**config.mk**
```make
export PLATFORM = sky130hd
export DESIGN_NAME = alu_serial_flat
export DESIGN_NICKNAME = d
export VERILOG_FILES = /design/src/rtl/alu_pkg.sv /design/src/rtl/alu_serial_if.sv /design/src/rtl/alu_byte_slice.sv /design/src/rtl/alu_serial.sv /design/src/flat_wrapper.sv
export SDC_FILE = /design/constraint.sdc
export NUM_CORES = 1
export LEC_CHECK = 0
export BUFFER_PORTS_ARGS = -buffer_cell sky130_fd_sc_hd__buf_4
export CORE_ASPECT_RATIO = 0.5
export CORE_UTILIZATION = 25
export DETAILED_ROUTE_END_ITERATION = 12
export SLEW_MARGIN = 25
export SYNTH_ARGS = -nofsm -noshare
export SYNTH_HDL_FRONTEND = slang
export SYNTH_SLANG_ARGS = --single-unit
```
**constraint.sdc**
```tcl
create_clock -name clk -period 8.5 [get_ports clk]
set_input_delay 1.7 -clock clk [delete_from_list [all_inputs] [get_ports clk]]
set_output_delay 1.7 -clock clk [all_outputs]
set_load 0.005 [all_outputs]
```
**src/rtl/alu_pkg.sv**
```systemverilog
`default_nettype none
// ============================================================================
// Module      : alu_pkg
// Description : Shared opcodes, flag indices, FSM states and op predicates
// Revision    : 1.0 - initial release
// ============================================================================
package alu_pkg;

    localparam logic [3:0] ADD = 4'd0;
    localparam logic [3:0] SUB = 4'd1;
    localparam logic [3:0] ADC = 4'd2;
    localparam logic [3:0] SBB = 4'd3;
    localparam logic [3:0] INC = 4'd4;
    localparam logic [3:0] DEC = 4'd5;
    localparam logic [3:0] SHL = 4'd6;
    localparam logic [3:0] NEG = 4'd7;
    localparam logic [3:0] MOV = 4'd8;
    localparam logic [3:0] NOT = 4'd9;
    localparam logic [3:0] EXP = 4'd10;
    localparam logic [3:0] AND = 4'd11;
    localparam logic [3:0] OR  = 4'd12;
    localparam logic [3:0] XOR = 4'd13;
    localparam logic [3:0] SHR = 4'd14;
    localparam logic [3:0] SAR = 4'd15;

    localparam int FLAG_Z = 0;
    localparam int FLAG_C = 1;
    localparam int FLAG_S = 2;
    localparam int FLAG_O = 3;

    typedef enum logic [1:0] {
        IDLE = 2'd0,
        RUN  = 2'd1,
        DONE = 2'd2
    } state_t;

    function automatic logic is_sub(input logic [3:0] op);
        return (op == SUB) || (op == SBB) || (op == DEC) || (op == NEG);
    endfunction

    function automatic logic is_shr(input logic [3:0] op);
        return (op == SHR) || (op == SAR);
    endfunction

endpackage
`default_nettype wire

```
**src/rtl/alu_serial_if.sv**
```systemverilog
`default_nettype none
// ============================================================================
// Module      : alu_serial_if
// Description : Request/response handshake bundle for the serial ALU
// Revision    : 1.0 - initial release
// ============================================================================
interface alu_serial_if #(
    parameter int BYTES = 4
) ();
    logic                 in_valid;
    logic                 in_ready;
    logic [3:0]           op;
    logic [8*BYTES-1:0]   a;
    logic [8*BYTES-1:0]   b;
    logic                 carry_in;
    logic                 invert;
    logic                 out_valid;
    logic                 out_ready;
    logic [8*BYTES-1:0]   result;
    logic [3:0]           flags;

    modport master (
        output in_valid, op, a, b, carry_in, invert, out_ready,
        input  in_ready, out_valid, result, flags
    );

    modport slave (
        input  in_valid, op, a, b, carry_in, invert, out_ready,
        output in_ready, out_valid, result, flags
    );
endinterface
`default_nettype wire

```
**src/rtl/alu_byte_slice.sv**
```systemverilog
`default_nettype none
// ============================================================================
// Module      : alu_byte_slice
// Description : Combinational 8-bit ALU step with carry/borrow/shift chaining
// Revision    : 1.0 - initial release
// ============================================================================
module alu_byte_slice
    import alu_pkg::*;
(
    input  logic [3:0] op,
    input  logic [7:0] a_byte,
    input  logic [7:0] b_byte,
    input  logic       chain_in,
    input  logic       first,
    input  logic       last,
    output logic [7:0] r_byte,
    output logic       chain_out
);
    logic [7:0] w_x;
    logic [7:0] w_y;
    logic [8:0] w_sum;
    logic       w_sar_in;

    always_comb begin
        // NEG is 0 - a; INC/DEC inject their 1 only on the first byte
        w_x = (op == NEG) ? 8'h00 : a_byte;
        case (op)
            INC, DEC: w_y = {7'd0, first};
            NEG:      w_y = a_byte;
            default:  w_y = b_byte;
        endcase
        w_sum = is_sub(op) ? ({1'b0, w_x} - {1'b0, w_y} - {8'd0, chain_in})
                           : ({1'b0, w_x} + {1'b0, w_y} + {8'd0, chain_in});
        w_sar_in  = first ? a_byte[7] : chain_in;
        r_byte    = 8'h00;
        chain_out = 1'b0;
        case (op)
            ADD, SUB, ADC, SBB, INC, DEC, NEG: begin
                r_byte    = w_sum[7:0];
                chain_out = w_sum[8];
            end
            SHL: begin
                r_byte    = {a_byte[6:0], chain_in};
                chain_out = a_byte[7];
            end
            SHR: begin
                r_byte    = {chain_in, a_byte[7:1]};
                chain_out = a_byte[0];
            end
            SAR: begin
                r_byte    = {w_sar_in, a_byte[7:1]};
                chain_out = a_byte[0];
            end
            MOV: r_byte = a_byte;
            NOT: r_byte = ~a_byte;
            EXP: begin
                // carry_in rides the chain; it must not leak into the C flag
                r_byte    = {8{chain_in}};
                chain_out = chain_in & ~last;
            end
            AND: r_byte = a_byte & b_byte;
            OR:  r_byte = a_byte | b_byte;
            XOR: r_byte = a_byte ^ b_byte;
            default: r_byte = 8'h00;
        endcase
    end
endmodule
`default_nettype wire

```
**src/rtl/alu_serial.sv**
```systemverilog
`default_nettype none
// ============================================================================
// Module      : alu_serial
// Description : Multi-byte ALU processing one byte per clock through one slice
// Revision    : 1.0 - initial release
// ============================================================================
module alu_serial
    import alu_pkg::*;
#(
    parameter int BYTES = 4,
    parameter int IDX_W = (BYTES > 1) ? $clog2(BYTES) : 1
) (
    input  logic        clk,
    input  logic        rst,
    alu_serial_if.slave bus
);
    localparam int                 c_width    = 8 * BYTES;
    localparam logic [IDX_W-1:0]   c_idx_top  = IDX_W'(BYTES - 1);
    localparam logic [c_width-1:0] c_word_min = {1'b1, {(c_width-1){1'b0}}};

    state_t             r_state;
    logic [3:0]         r_op;
    logic [c_width-1:0] r_a;
    logic [c_width-1:0] r_b;
    logic [c_width-1:0] r_res;
    logic               r_chain;
    logic [IDX_W-1:0]   r_idx;
    logic               r_out_valid;
    logic [3:0]         r_flags;

    logic [7:0]         w_a_byte;
    logic [7:0]         w_b_byte;
    logic [7:0]         w_r_byte;
    logic               w_chain_out;
    logic               w_first;
    logic               w_last;
    logic               w_ovf;
    logic [c_width-1:0] w_res_next;
    logic [3:0]         w_flags_next;

    assign bus.in_ready  = (r_state == IDLE) && !rst;
    assign bus.out_valid = r_out_valid;
    assign bus.result    = r_res;
    assign bus.flags     = r_flags;

    // Right shifts walk from the top byte down so the shifted-in bit is ready
    assign w_first = is_shr(r_op) ? (r_idx == c_idx_top) : (r_idx == '0);
    assign w_last  = is_shr(r_op) ? (r_idx == '0) : (r_idx == c_idx_top);

    always_comb begin
        w_a_byte = 8'h00;
        w_b_byte = 8'h00;
        for (int i = 0; i < BYTES; i++) begin
            if (r_idx == IDX_W'(i)) begin
                w_a_byte = r_a[8*i +: 8];
                w_b_byte = r_b[8*i +: 8];
            end
        end
    end

    alu_byte_slice u_slice (
        .op        (r_op),
        .a_byte    (w_a_byte),
        .b_byte    (w_b_byte),
        .chain_in  (r_chain),
        .first     (w_first),
        .last      (w_last),
        .r_byte    (w_r_byte),
        .chain_out (w_chain_out)
    );

    always_comb begin
        w_res_next = r_res;
        for (int i = 0; i < BYTES; i++) begin
            if (r_idx == IDX_W'(i)) begin
                w_res_next[8*i +: 8] = w_r_byte;
            end
        end
    end

    // Whole-word flags, sampled on the final byte step
    always_comb begin
        case (r_op)
            ADD, ADC: w_ovf = (r_a[c_width-1] == r_b[c_width-1]) &&
                              (w_res_next[c_width-1] != r_a[c_width-1]);
            SUB, SBB: w_ovf = (r_a[c_width-1] != r_b[c_width-1]) &&
                              (w_res_next[c_width-1] != r_a[c_width-1]);
            INC:      w_ovf = ~r_a[c_width-1] & w_res_next[c_width-1];
            DEC:      w_ovf = r_a[c_width-1] & ~w_res_next[c_width-1];
            NEG:      w_ovf = (r_a == c_word_min);
            default:  w_ovf = 1'b0;
        endcase
        w_flags_next         = 4'd0;
        w_flags_next[FLAG_O] = w_ovf;
        w_flags_next[FLAG_S] = w_res_next[c_width-1];
        w_flags_next[FLAG_C] = w_chain_out;
        w_flags_next[FLAG_Z] = (w_res_next == '0);
    end

    always_ff @(posedge clk or posedge rst) begin
        if (rst) begin
            r_state     <= IDLE;
            r_op        <= ADD;
            r_a         <= '0;
            r_b         <= '0;
            r_res       <= '0;
            r_chain     <= 1'b0;
            r_idx       <= '0;
            r_out_valid <= 1'b0;
            r_flags     <= 4'd0;
        end else begin
            case (r_state)
                IDLE: begin
                    if (bus.in_valid) begin
                        r_op    <= bus.op;
                        r_a     <= bus.invert ? bus.b : bus.a;
                        r_b     <= bus.invert ? bus.a : bus.b;
                        r_chain <= (bus.op == ADC || bus.op == SBB || bus.op == EXP) ?
                                   bus.carry_in : 1'b0;
                        r_idx   <= is_shr(bus.op) ? c_idx_top : '0;
                        r_state <= RUN;
                    end
                end
                RUN: begin
                    r_res   <= w_res_next;
                    r_chain <= w_chain_out;
                    if (w_last) begin
                        r_flags     <= w_flags_next;
                        r_out_valid <= 1'b1;
                        r_state     <= DONE;
                    end else begin
                        r_idx <= is_shr(r_op) ? (r_idx - IDX_W'(1)) : (r_idx + IDX_W'(1));
                    end
                end
                DONE: begin
                    if (bus.out_ready) begin
                        r_out_valid <= 1'b0;
                        r_state     <= IDLE;
                    end
                end
                default: r_state <= IDLE;
            endcase
        end
    end
endmodule
`default_nettype wire
```
**src/flat_wrapper.sv**
```systemverilog
// flat-port wrapper written by rule: the top's interface ports become plain ports
module alu_serial_flat import alu_pkg::*;
#(
    parameter int BYTES = 4,
    parameter int IDX_W = (BYTES > 1) ? $clog2(BYTES) : 1
)
  (clk, rst, bus_in_valid, bus_op, bus_a, bus_b, bus_carry_in, bus_invert, bus_out_ready, bus_in_ready, bus_out_valid, bus_result, bus_flags);
  alu_serial_if #(.BYTES(BYTES)) bus_i ();
  input  logic clk;
  input  logic rst;
  input wire logic [$bits(bus_i.in_valid)-1:0] bus_in_valid;
  input wire logic [$bits(bus_i.op)-1:0] bus_op;
  input wire logic [$bits(bus_i.a)-1:0] bus_a;
  input wire logic [$bits(bus_i.b)-1:0] bus_b;
  input wire logic [$bits(bus_i.carry_in)-1:0] bus_carry_in;
  input wire logic [$bits(bus_i.invert)-1:0] bus_invert;
  input wire logic [$bits(bus_i.out_ready)-1:0] bus_out_ready;
  output wire logic [$bits(bus_i.in_ready)-1:0] bus_in_ready;
  output wire logic [$bits(bus_i.out_valid)-1:0] bus_out_valid;
  output wire logic [$bits(bus_i.result)-1:0] bus_result;
  output wire logic [$bits(bus_i.flags)-1:0] bus_flags;
  assign bus_i.in_valid = bus_in_valid;
  assign bus_i.op = bus_op;
  assign bus_i.a = bus_a;
  assign bus_i.b = bus_b;
  assign bus_i.carry_in = bus_carry_in;
  assign bus_i.invert = bus_invert;
  assign bus_i.out_ready = bus_out_ready;
  assign bus_in_ready = bus_i.in_ready;
  assign bus_out_valid = bus_i.out_valid;
  assign bus_result = bus_i.result;
  assign bus_flags = bus_i.flags;
  alu_serial #(.BYTES(BYTES), .IDX_W(IDX_W)) u_core (.clk(clk), .rst(rst), .bus(bus_i));
endmodule
```
==> After elaboration in Yosys (flattened, before gate mapping) <==
Cells that the tools add are included.
{ "op_classes": {"add_sub_neg": 6, "n_eq_ne": 33, "n_mux": 38, "bitwise": 10, "reduce_logical": 28} }
{ "ops": {"columns": ["operator", "n"], "rows": [
  ["two-way mux 8 bit", 13],
  ["case mux 8 bit (10 select lines)", 1],
  ["two-way mux 32 bit", 2],
  ["== test 4 bit (second input constant)", 11],
  ["== test 32 bit (second input constant)", 1],
  ["zero test 32 bit", 1],
  ["== test 4 x 2 -> 1 bit (second input constant)", 4],
  ["== test 4 x 3 -> 1 bit (second input constant)", 4],
  ["case mux 8 bit (2 select lines)", 1],
  ["two-way mux 2 bit", 7],
  ["adder 8 x 8 -> 9 bit", 1],
  ["adder 9 x 1 -> 9 bit", 1],
  ["two-way mux 9 bit", 1],
  ["AND reduction 3 bit", 3],
  ["subtractor 8 x 8 -> 9 bit", 1],
  ["subtractor 9 x 1 -> 9 bit", 1],
  ["bitwise AND 8 bit", 1],
  ["inequality test 2 bit (second input constant)", 4],
  ["inverter 8 bit", 1],
  ["bitwise OR 8 bit", 1],
  ["OR reduction 2 bit", 4],
  ["bitwise XOR 8 bit", 1],
  ["logical OR 1 bit", 7],
  ["two-way mux 1 bit", 7],
  ["other kinds (21)", 36]
]} }
{ "word_totals": {"ff_bits": 110, "in_bits": 74, "out_inout_bits": 38, "word_cells": 124} }

==> Depth between registers and ports, before layout <==
Gate-level depths: netlist of run 1.
{ "logic_depth": {"word_depth": 14, "ltp_mapped": 28, "depth_no_buf": 26} }

==> By module <==
A second synthesis of run 1 with hierarchy kept.
{ "hier_totals": {"hier_cells": 908, "hier_area_um2": 7664.9} }
{ "by_module_without_submodules": {"columns": ["mod", "instances", "cells_per_inst", "area_per_inst_um2", "seq_area_each_um2"], "rows": [
  ["alu_serial", 1, 599, 5610.4, 2752.6],
  ["alu_byte_slice", 1, 309, 2054.5, 0.0]
]} }

==> Worst setup path after synthesis of run 1 <==
Ideal clock, no wire load.
{ "synth_path": {"path_type": "register -> register", "start": "register u_core.r_idx[0]", "end": "register u_core.r_flags[3], in the netlist u_core.bus.flags[3]", "setup_time_ns": 0.077, "arrival_time_ns": 4.671, "required_ns": 8.423, "setup_slack_ns": 3.751, "stages_incl_launch_ff": 23, "path_buffers": 2, "synth_period_minus_slack_ns": 4.749, "cell_sequence": "dfrtp_1 > ha_1 > buf_2 > buf_4 > a21oi_1 > o21ai_0 > a21boi_0 > o21ai_0 > a21oi_1 > xnor2_1 > ha_1 > or2_2 > ha_1 > a311o_1 > o31ai_4 > mux2i_1 > a211oi_2 > nand3_1 > mux2_2 > ha_1 > o32ai_1 > a21oi_1 > a21oi_1"} }
{ "synth_via": {"elab_chain_len": 14, "elab_cells_between_ends": 36, "cone_classes": "add/sub (4); eq/ne (4); mux (17); bitwise (7); reduce/logical (4)"} }
{ "synth_rtl": {"columns": ["element", "line_no", "source"], "rows": [
  ["start, declared", "alu_serial.sv:27", "logic [IDX_W-1:0] r_idx;"],
  ["start signal, assigned", "alu_serial.sv:120", "r_idx <= is_shr(bus.op) ? c_idx_top : '0;"],
  ["start signal, assigned", "alu_serial.sv:132", "r_idx <= is_shr(r_op) ? (r_idx - IDX_W'(1)) : (r_idx + IDX_W'(1));"],
  ["zero test 2 bit", "alu_serial.sv:47, alu_serial.sv:48, alu_serial.sv:54", null],
  ["two-way mux 8 bit (4 in series)", "alu_serial.sv:54", "if (r_idx == IDX_W'(i)) begin"],
  ["case mux 8 bit (2 select lines) / two-way mux 8 bit (equally long branches)", "alu_byte_slice.sv:27, alu_byte_slice.sv:26", null],
  ["adder 8 x 8 -> 9 bit / subtractor 8 x 8 -> 9 bit (equally long branches)", "alu_byte_slice.sv:33, alu_byte_slice.sv:32", null],
  ["adder 9 x 1 -> 9 bit / subtractor 9 x 1 -> 9 bit (equally long branches)", "alu_byte_slice.sv:33, alu_byte_slice.sv:32", null],
  ["two-way mux 9 bit", "alu_byte_slice.sv:32", "w_sum = is_sub(op) ? ({1'b0, w_x} - {1'b0, w_y} - {8'd0, chain_in})"],
  ["case mux 8 bit (10 select lines)", "alu_byte_slice.sv:37", "case (op)"],
  ["two-way mux 8 bit", "alu_serial.sv:75", "if (r_idx == IDX_W'(i)) begin"],
  ["inequality test 1 bit / inverter 1 bit (equally long branches)", "alu_serial.sv:85, alu_serial.sv:87, alu_serial.sv:89", null],
  ["logical AND 1 bit (tied with other cells)", "alu_serial.sv:86", "SUB, SBB: w_ovf = (r_a[c_width-1] != r_b[c_width-1]) &&"],
  ["case mux 1 bit (5 select lines)", "alu_serial.sv:83", "case (r_op)"],
  ["end signal, assigned", "alu_serial.sv:128", "r_flags <= w_flags_next;"],
  ["end, declared", "alu_serial.sv:29", "logic [3:0] r_flags;"]
]} }
Parallel ways exist; a longest one is shown, timed or not.
A chain may end at the register's enable or synchronous reset.

==> Worst setup path in the final report of run 1 <==
{ "layout_path": {"start": "register u_core.r_idx[0]", "end": "register u_core.r_flags[0], in the netlist u_core.bus.flags[0]"} }
{ "layout_via": {"elab_chain_len": 12, "elab_cells_between_ends": 33, "cone_classes": "add/sub (4); eq/ne (3); mux (19); bitwise (4); reduce/logical (3)"} }
{ "layout_rtl": {"columns": ["element", "line_no", "source"], "rows": [
  ["zero test 2 bit", null, null],
  ["two-way mux 8 bit (4 in series)", "alu_serial.sv:54", null],
  ["case mux 8 bit (2 select lines) / two-way mux 8 bit (equally long branches)", "alu_byte_slice.sv:27, alu_byte_slice.sv:26", null],
  ["adder 8 x 8 -> 9 bit / subtractor 8 x 8 -> 9 bit (equally long branches)", "alu_byte_slice.sv:33, alu_byte_slice.sv:32", null],
  ["adder 9 x 1 -> 9 bit / subtractor 9 x 1 -> 9 bit (equally long branches)", "alu_byte_slice.sv:33, alu_byte_slice.sv:32", null],
  ["two-way mux 9 bit", "alu_byte_slice.sv:32", null],
  ["case mux 8 bit (10 select lines)", "alu_byte_slice.sv:37", null],
  ["two-way mux 8 bit", "alu_serial.sv:75", null],
  ["zero test 32 bit", "alu_serial.sv:97", "w_flags_next[FLAG_Z] = (w_res_next == '0);"]
]} }
Parallel ways exist; a longest one is shown, timed or not.

==> qor.csv, run 1 <==
metric;value;unit
Worst Skew;0.0109;ns
Diodes inserted;0;
initial core utilization;25.5;%
Die Ht;127;um
Syn-to-layout area delta;18.5;%
CTS Sinks;110;
GRT Max-Usage Layer;met2;
DP HPWL;19000;um
top cell type by total area after synthesis;dfrtp_1;
Final min period;5.97;ns
yosys warns;0;
post-synthesis net count;1033;
clock-pin slew on the worst setup and hold paths;0.08;ns
Req. time, crit path;8.77;ns
vias in the first global route;6742;
Post-synth EDFFs;0;
antenna violations before repair;0;
Final period util;70.2;%
R2R depth;21;
largest net degree at the start of global routing;123;
FMAX;0.168;GHz
DRC viols;2;
Core Region;30400;um^2
CP peak stage delay;0.87;ns
Initial DRT Pass Iterations;9;
crit path cell chain;inv_1 > ha_1 > nand2_1 > o21ai_0 > a21boi_0 > o21ai_0 > a21oi_1 > xnor2_1 > ha_1 > or2_2 > inv_1 > fa_1 > nand2b_1 > a21oi_1 > xor2_1 > mux2i_1 > o32ai_1 > o2111ai_1 > or3_1 > a2111o_1 > o31ai_2;
WL final;24200;um
met1 usage;21.1;%
M3 GR Usage;3.08;%
post-route ant nets;0;
filler instances;3251;
Hold Vio Cnt, Final;0;
Via Count;6865;
GRT Overall Usage;15.5;%
share of the synthesized area in the top cell type;35.5;%
crit-path max FO;24;
max_cap viols;0;
RR Endpoint;u_core.bus.flags[0];
Setup Viol. Count Final;0;
Hold Buf Count CTS;0;
die area;31800;um^2
first-pass GRT wire length;38500;um
Min-Delay Path Class;reg -> reg;
register-to-register setup slack;2.53;ns
Crit Path Class;reg -> reg;
# rows;45;
Root Driver;clkbuf_16;
Final nets;1105;
outcome;complete, but fails checks;
1st-iter DRT viols;550;
die width;251;um
Critical Path End Type;flip-flop;
Port Buf Inserts;111;
hold path startpoint;u_core.r_b[18];
routing usage on met2;25.2;%
routed len/inst;17.4;um
Worst-Margin Slew;1.07;ns
GP Congestion;0.956;
Buf/Inv on CP;2;
Hold Path Sink;u_core.r_b[18];
cts bufs inserted;9;
I/O Pins;112;
prevailing post-synth register cell;dfrtp_1;
aggregate negative setup slack;0;ns
top cells by area, synth;dfrtp_1, mux2i_1, o21ai_0, nand2_1, ha_1;
Slew Limit Fails;0;
RSZ-0062 raised after global routing;no;
grt total ovfl;0;
post-synthesis register bit count;110;
RR Startpoint;u_core.r_idx[0];
CP Data Arrival Time;6.24;ns
WHS;0.488;ns
worst skew pair latency;0.37;ns
syn_area_per_cell;8.49;um^2
vias per cell;4.94;
share of cells above drive strength 1;16.2;%
Netlist Area Pre-Place;7760;um^2
sequential fraction of the synthesis area;35.5;%
hold path depth;2;
fraction of registers with async set/reset;100;%
Distinct cells, synth;72;
Post-Syn Instances;914;
CTS tree;built;
Resized Gates After CTS;0;
CTS Buffer Depth;2;
setup bufs post-CTS;0;
Max-slew headroom;28.3;%
Worst setup SP type;flip-flop;
CP delay by family, top;compound AO/OA/AOI/OAI gates;
H-tree depth;3;
CP max stage cell;ha_1;
failing checks;design-rule violations;
==> logic make-up after synthesis <==
group / count (synthesis) / synth area share, %
and+or+nand+nor: 295 / 17.8
AOI/OAI and AO/OA: 258 / 21.2
buffers and inverters: 113 / 6.42
DFF: 110 / 35.5
muxes: 73 / 9.45
adders and majority gates: 45 / 7.45
xor gates and xnor gates: 20 / 2.26
==> area by class of cell <==
type	instances	area, um^2	area share (%)
sequential	110	2750	29.9
multi-input combinational	691	4520	49.2
clock buffer	10	229	2.49
inverter	55	209	2.27
timing repair buffer	119	897	9.76
tap	399	499	5.43
clock inverter	6	86.3	0.939
==> cells in the final DEF, fill, tap and decap left out, drive strengths merged, types with 6 or more instances in the layout <==
cell | netlist | final
a211oi | 14 | 14
a21oi | 56 | 56
a221oi | 8 | 8
and2 | 8 | 8
buf | 25 | 119
clkbuf | 33 | 10
dfrtp | 110 | 110
ha | 43 | 43
inv | 55 | 59
mux2i | 71 | 71
nand2 | 144 | 144
nand2b | 8 | 8
nand3 | 12 | 12
nand3b | 10 | 10
nor2 | 51 | 51
nor2b | 8 | 8
nor3 | 11 | 11
nor3b | 7 | 7
nor4 | 13 | 13
o21ai | 119 | 119
o22ai | 9 | 9
o31ai | 6 | 6
or3 | 7 | 7
xnor2 | 16 | 16
==> per-layer routing <==
layer,up-vias,share of wire [%]
li1,3378,-
met3,30,4.3
met1,3307,48
met4,0,1.9
met5,-,0
met2,150,46
==> tightest hold or removal path, stage by stage, from the launching register on <==
cell     delay, ns
dfrtp_1       0.35
nand2_1       0.05
o21ai_0       0.06
==> cell usage after synthesis (all sizes together) (3+ instances only) <==
library cell	n
nand4	3
and3b	3
o211ai	3
o21ai	119
o2111ai	3
o21a	3
nand2b	8
o22ai	9
and2	8
a21oi	56
xor2	4
a2111oi	4
a2bb2oi	3
inv	55
nand3b	10
a221oi	8
o31ai	6
dfrtp	110
nor3	11
xnor2	16
or3	7
nor2	51
nand2	144
nor3b	7
a211oi	14
nor4	13
ha	43
o221ai	3
mux2i	71
clkbuf	33
nand3	12
nor2b	8
buf	25
and3	4
==> per-stage QoR <==
stage / instance area, um^2 / instances / setup WS, ns / utilization [%]
5_1_grt: 9200 / 1390 / 2.08 / 30.2
4_1_cts: 9190 / 1390 / 2.59 / 30.2
2_1_floorplan: 7760 / 914 / 3.75 / -
6_report: 9200 / 1390 / 2.53 / 30.2
3_3_place_gp: 8880 / 1374 / 2.83 / 29.2
3_5_place_dp: 8880 / 1374 / 2.60 / 29.2
==> worst max-delay path by stage <==
| stage | startpoint | cells after the start | to |
|---|---|---|---|
| detailed placement | u_core.r_idx[0] | 21 | u_core.bus.flags[3] |
| finish | u_core.r_idx[0] | 21 | u_core.bus.flags[0] |
| CTS | u_core.r_idx[0] | 21 | u_core.bus.flags[0] |
| global placement | u_core.r_idx[0] | 21 | u_core.bus.flags[3] |
| global route | u_core.r_idx[0] | 21 | u_core.bus.flags[0] |
| floorplan | u_core.r_idx[0] | 22 | u_core.bus.flags[3] |
==> flip-flops by register name (all words and copies together), names as in the netlist <==
signal,cells
u_core.r_idx,2
u_core.r_chain,1
u_core.r_state,2
u_core.bus.result,32
u_core.r_op,4
u_core.bus.out_valid,1
u_core.bus.flags,4
u_core.r_b,32
u_core.r_a,32
Power of run 1 is left out: the tool's default activity adds up to more than one toggle a clock period on the data nets, which glitch-free logic cannot reach.
==> run 2: changes to the inputs <==
ABC_AREA = 1   (was unset)
clock period = 6.2 ns   (was 8.5 ns; I/O delays follow)
==> qor.csv, run 2 <==
metric;value;unit;change
outcome;finished, final reports clean;;
worst setup margin;1.31;ns;-1.22 ns
DRC viols;0;;-2
CTS Buffer Depth;2;;unchanged
most used cell, CP;ha_1;;
Final nets;1380;;+25%
Die Ht;129;um;+1.7%
die width;256;um;+1.7%
clock-pin slew on the worst setup and hold paths;0.08;ns;about the same
largest net degree at the start of global routing;129;;+4.9%
GRT Max-Usage Layer;met2;;
CP delay by family, top;adder cells;;
sequential fraction of the synthesis area;34.3;%;-1.2 points
hold path startpoint;u_core.r_b[28];;
max_cap viols;0;;unchanged
prevailing post-synth register cell;dfrtp_1;;
Syn-to-layout area delta;19.5;%;
CP max stage cell;ha_1;;
Final min period;4.89;ns;-1.08 ns
1st-iter DRT viols;618;;+12%
WHS;0.482;ns;-0.00600 ns
Port Buf Inserts;111;;unchanged
Distinct cells, synth;43;;-40%
CTS tree;built;;
CP peak stage delay;0.57;ns;-0.30 ns
H-tree depth;3;;unchanged
I/O Pins;112;;unchanged
WL final;25800;um;+6.5%
GP Congestion;0.923;;-3.5%
Post-synth top cells;nand2_1, o21ai_0, inv_1;;
syn_area_per_cell;6.81;um^2;-20%
CP Launch Point;u_core.r_idx[1];;
DP HPWL;20100;um;+5.8%
routed len/inst;15.3;um;-12%
crit-path max FO;16;;-33%
Hold Vio Cnt, Final;0;;unchanged
Min-Delay Path Class;reg -> reg;;
worst slack at placement;1.34;ns;-1.25 ns
CTS Sinks;110;;unchanged
count leader, synth;nand2_1;;
Resized Gates After CTS;0;;unchanged
die area;32900;um^2;+3.5%
fraction of registers with async set/reset;100;%;unchanged
Core Util, Final;31.0;%;+0.75 points
worst skew pair latency;0.37;ns;about the same
M3 GR Usage;1.89;%;-1.2 points
Diodes inserted;0;;unchanged
setup bufs post-CTS;0;;unchanged
share of the synthesized area in the top cell type;34.3;%;-1.2 points
top cell type by total area after synthesis;dfrtp_1;;
Slew Limit Fails;0;;unchanged
most frequent cells in the layout;nand2_1, o21ai_0, inv_1;;
Setup Viol. Count Final;0;;unchanged
initial core utilization;25.9;%;+0.41 points
Post-synth EDFFs;0;;unchanged
grt total ovfl;0;;unchanged
post-route ant nets;0;;unchanged
Hold Buf Count CTS;0;;unchanged
share of cells above drive strength 1;15.7;%;-0.53 points
vias per cell;4.67;;-5.5%
yosys warns;0;;unchanged
routing usage on met2;25.8;%;+0.61 points
# rows;45;;unchanged
Final period util;78.9;%;+8.7 points
Worst setup SP type;flip-flop;;
Root Driver;clkbuf_16;;
post-synthesis net count;1298;;+26%
Worst-Margin Slew;0.708;ns;-0.367 ns
RSZ-0062 raised after global routing;no;;
CP Data Arrival Time;5.21;ns;-1.03 ns
Buf/Inv on CP;3;;+1
Initial DRT Pass Iterations;5;;-4
filler instances;3388;;+4.2%
Via Count;7885;;+15%
vias in the first global route;7430;;+10%
Max-slew headroom;52.6;%;+24 points
aggregate negative setup slack;0;ns;unchanged
cts bufs inserted;9;;unchanged
Worst Skew;0.0148;ns;+0.00389 ns
post-synthesis register bit count;110;;unchanged
Crit Path Class;reg -> reg;;
Netlist Area Pre-Place;8030;um^2;+3.5%
antenna violations before repair;1;;+1
top cells by area, synth;dfrtp_1, nand2_1, o21ai_0, ha_1, inv_1;;
Req. time, crit path;6.52;ns;-2.25 ns
Critical Path End Type;flip-flop;;
FMAX;0.204;GHz;+22%
Core Region;31000;um^2;+1.9%
met1 usage;22.1;%;+1.0 points
RR Startpoint;u_core.r_idx[1];;
commonest non-fill, non-tap cell in the layout;nand2_1;;
first-pass GRT wire length;41200;um;+7.2%
Post-Syn Instances;1179;;+29%
GRT Overall Usage;15.9;%;+0.42 points
run 2: path summary, 6_finish.rpt:
check	end	slack, ns	cells past startpoint
max reg2reg	u_core.bus.flags[3]	1.31	26
min	u_core.r_b[28]	0.48	2
min in group asynchronous	u_core.r_state[0]	0.99	2
max in group asynchronous	u_core.bus.result[0]	4.24	3
max	u_core.bus.flags[3]	1.31	26
min reg2reg	u_core.r_b[28]	0.48	2
run 2: cells by family (layout without fill, tap and decap cells):
| family | Yosys count | count (layout) | synth area share, % |
|---|---|---|---|
| simple gates | 558 | 558 | 30.0 |
| compound gates | 262 | 262 | 18.1 |
| buf+inv | 199 | 286 | 9.92 |
| flops | 110 | 110 | 34.3 |
| fa+ha+maj | 45 | 45 | 7.20 |
| xor+xnor | 5 | 5 | 0.545 |
run 2: tightest hold or removal path: stages, from the launching register on:
cell     delay (ns)
dfrtp_1        0.34
nand2_1        0.05
nand2_1        0.06
run 2: cell type report:
type / count / area, um^2 / share of cell area, %
clock buffers: 9 / 225 / 2.35
clock inverters: 7 / 103 / 1.07
repair buffers: 122 / 936 / 9.75
inverters: 148 / 563 / 5.87
well taps: 423 / 529 / 5.51
multi-input cells: 870 / 4490 / 46.8
flip-flops and latches: 110 / 2750 / 28.7
run 2: metal layers:
metal | wire, um | share of wire (%)
met1 | 12700 | 49
met2 | 11300 | 44
met3 | 1190 | 4.6
met4 | 642 | 2.5
met5 | 0 | 0
run 2: per-stage QoR:
step | std cells | area, um^2
after floorplan | 1179 | 8030
after global placement | 1672 | 9240
after detailed placement | 1672 | 9240
after CTS | 1688 | 9570
after global routing | 1689 | 9600
final | 1689 | 9600
Power of run 2 is left out for the same reason.
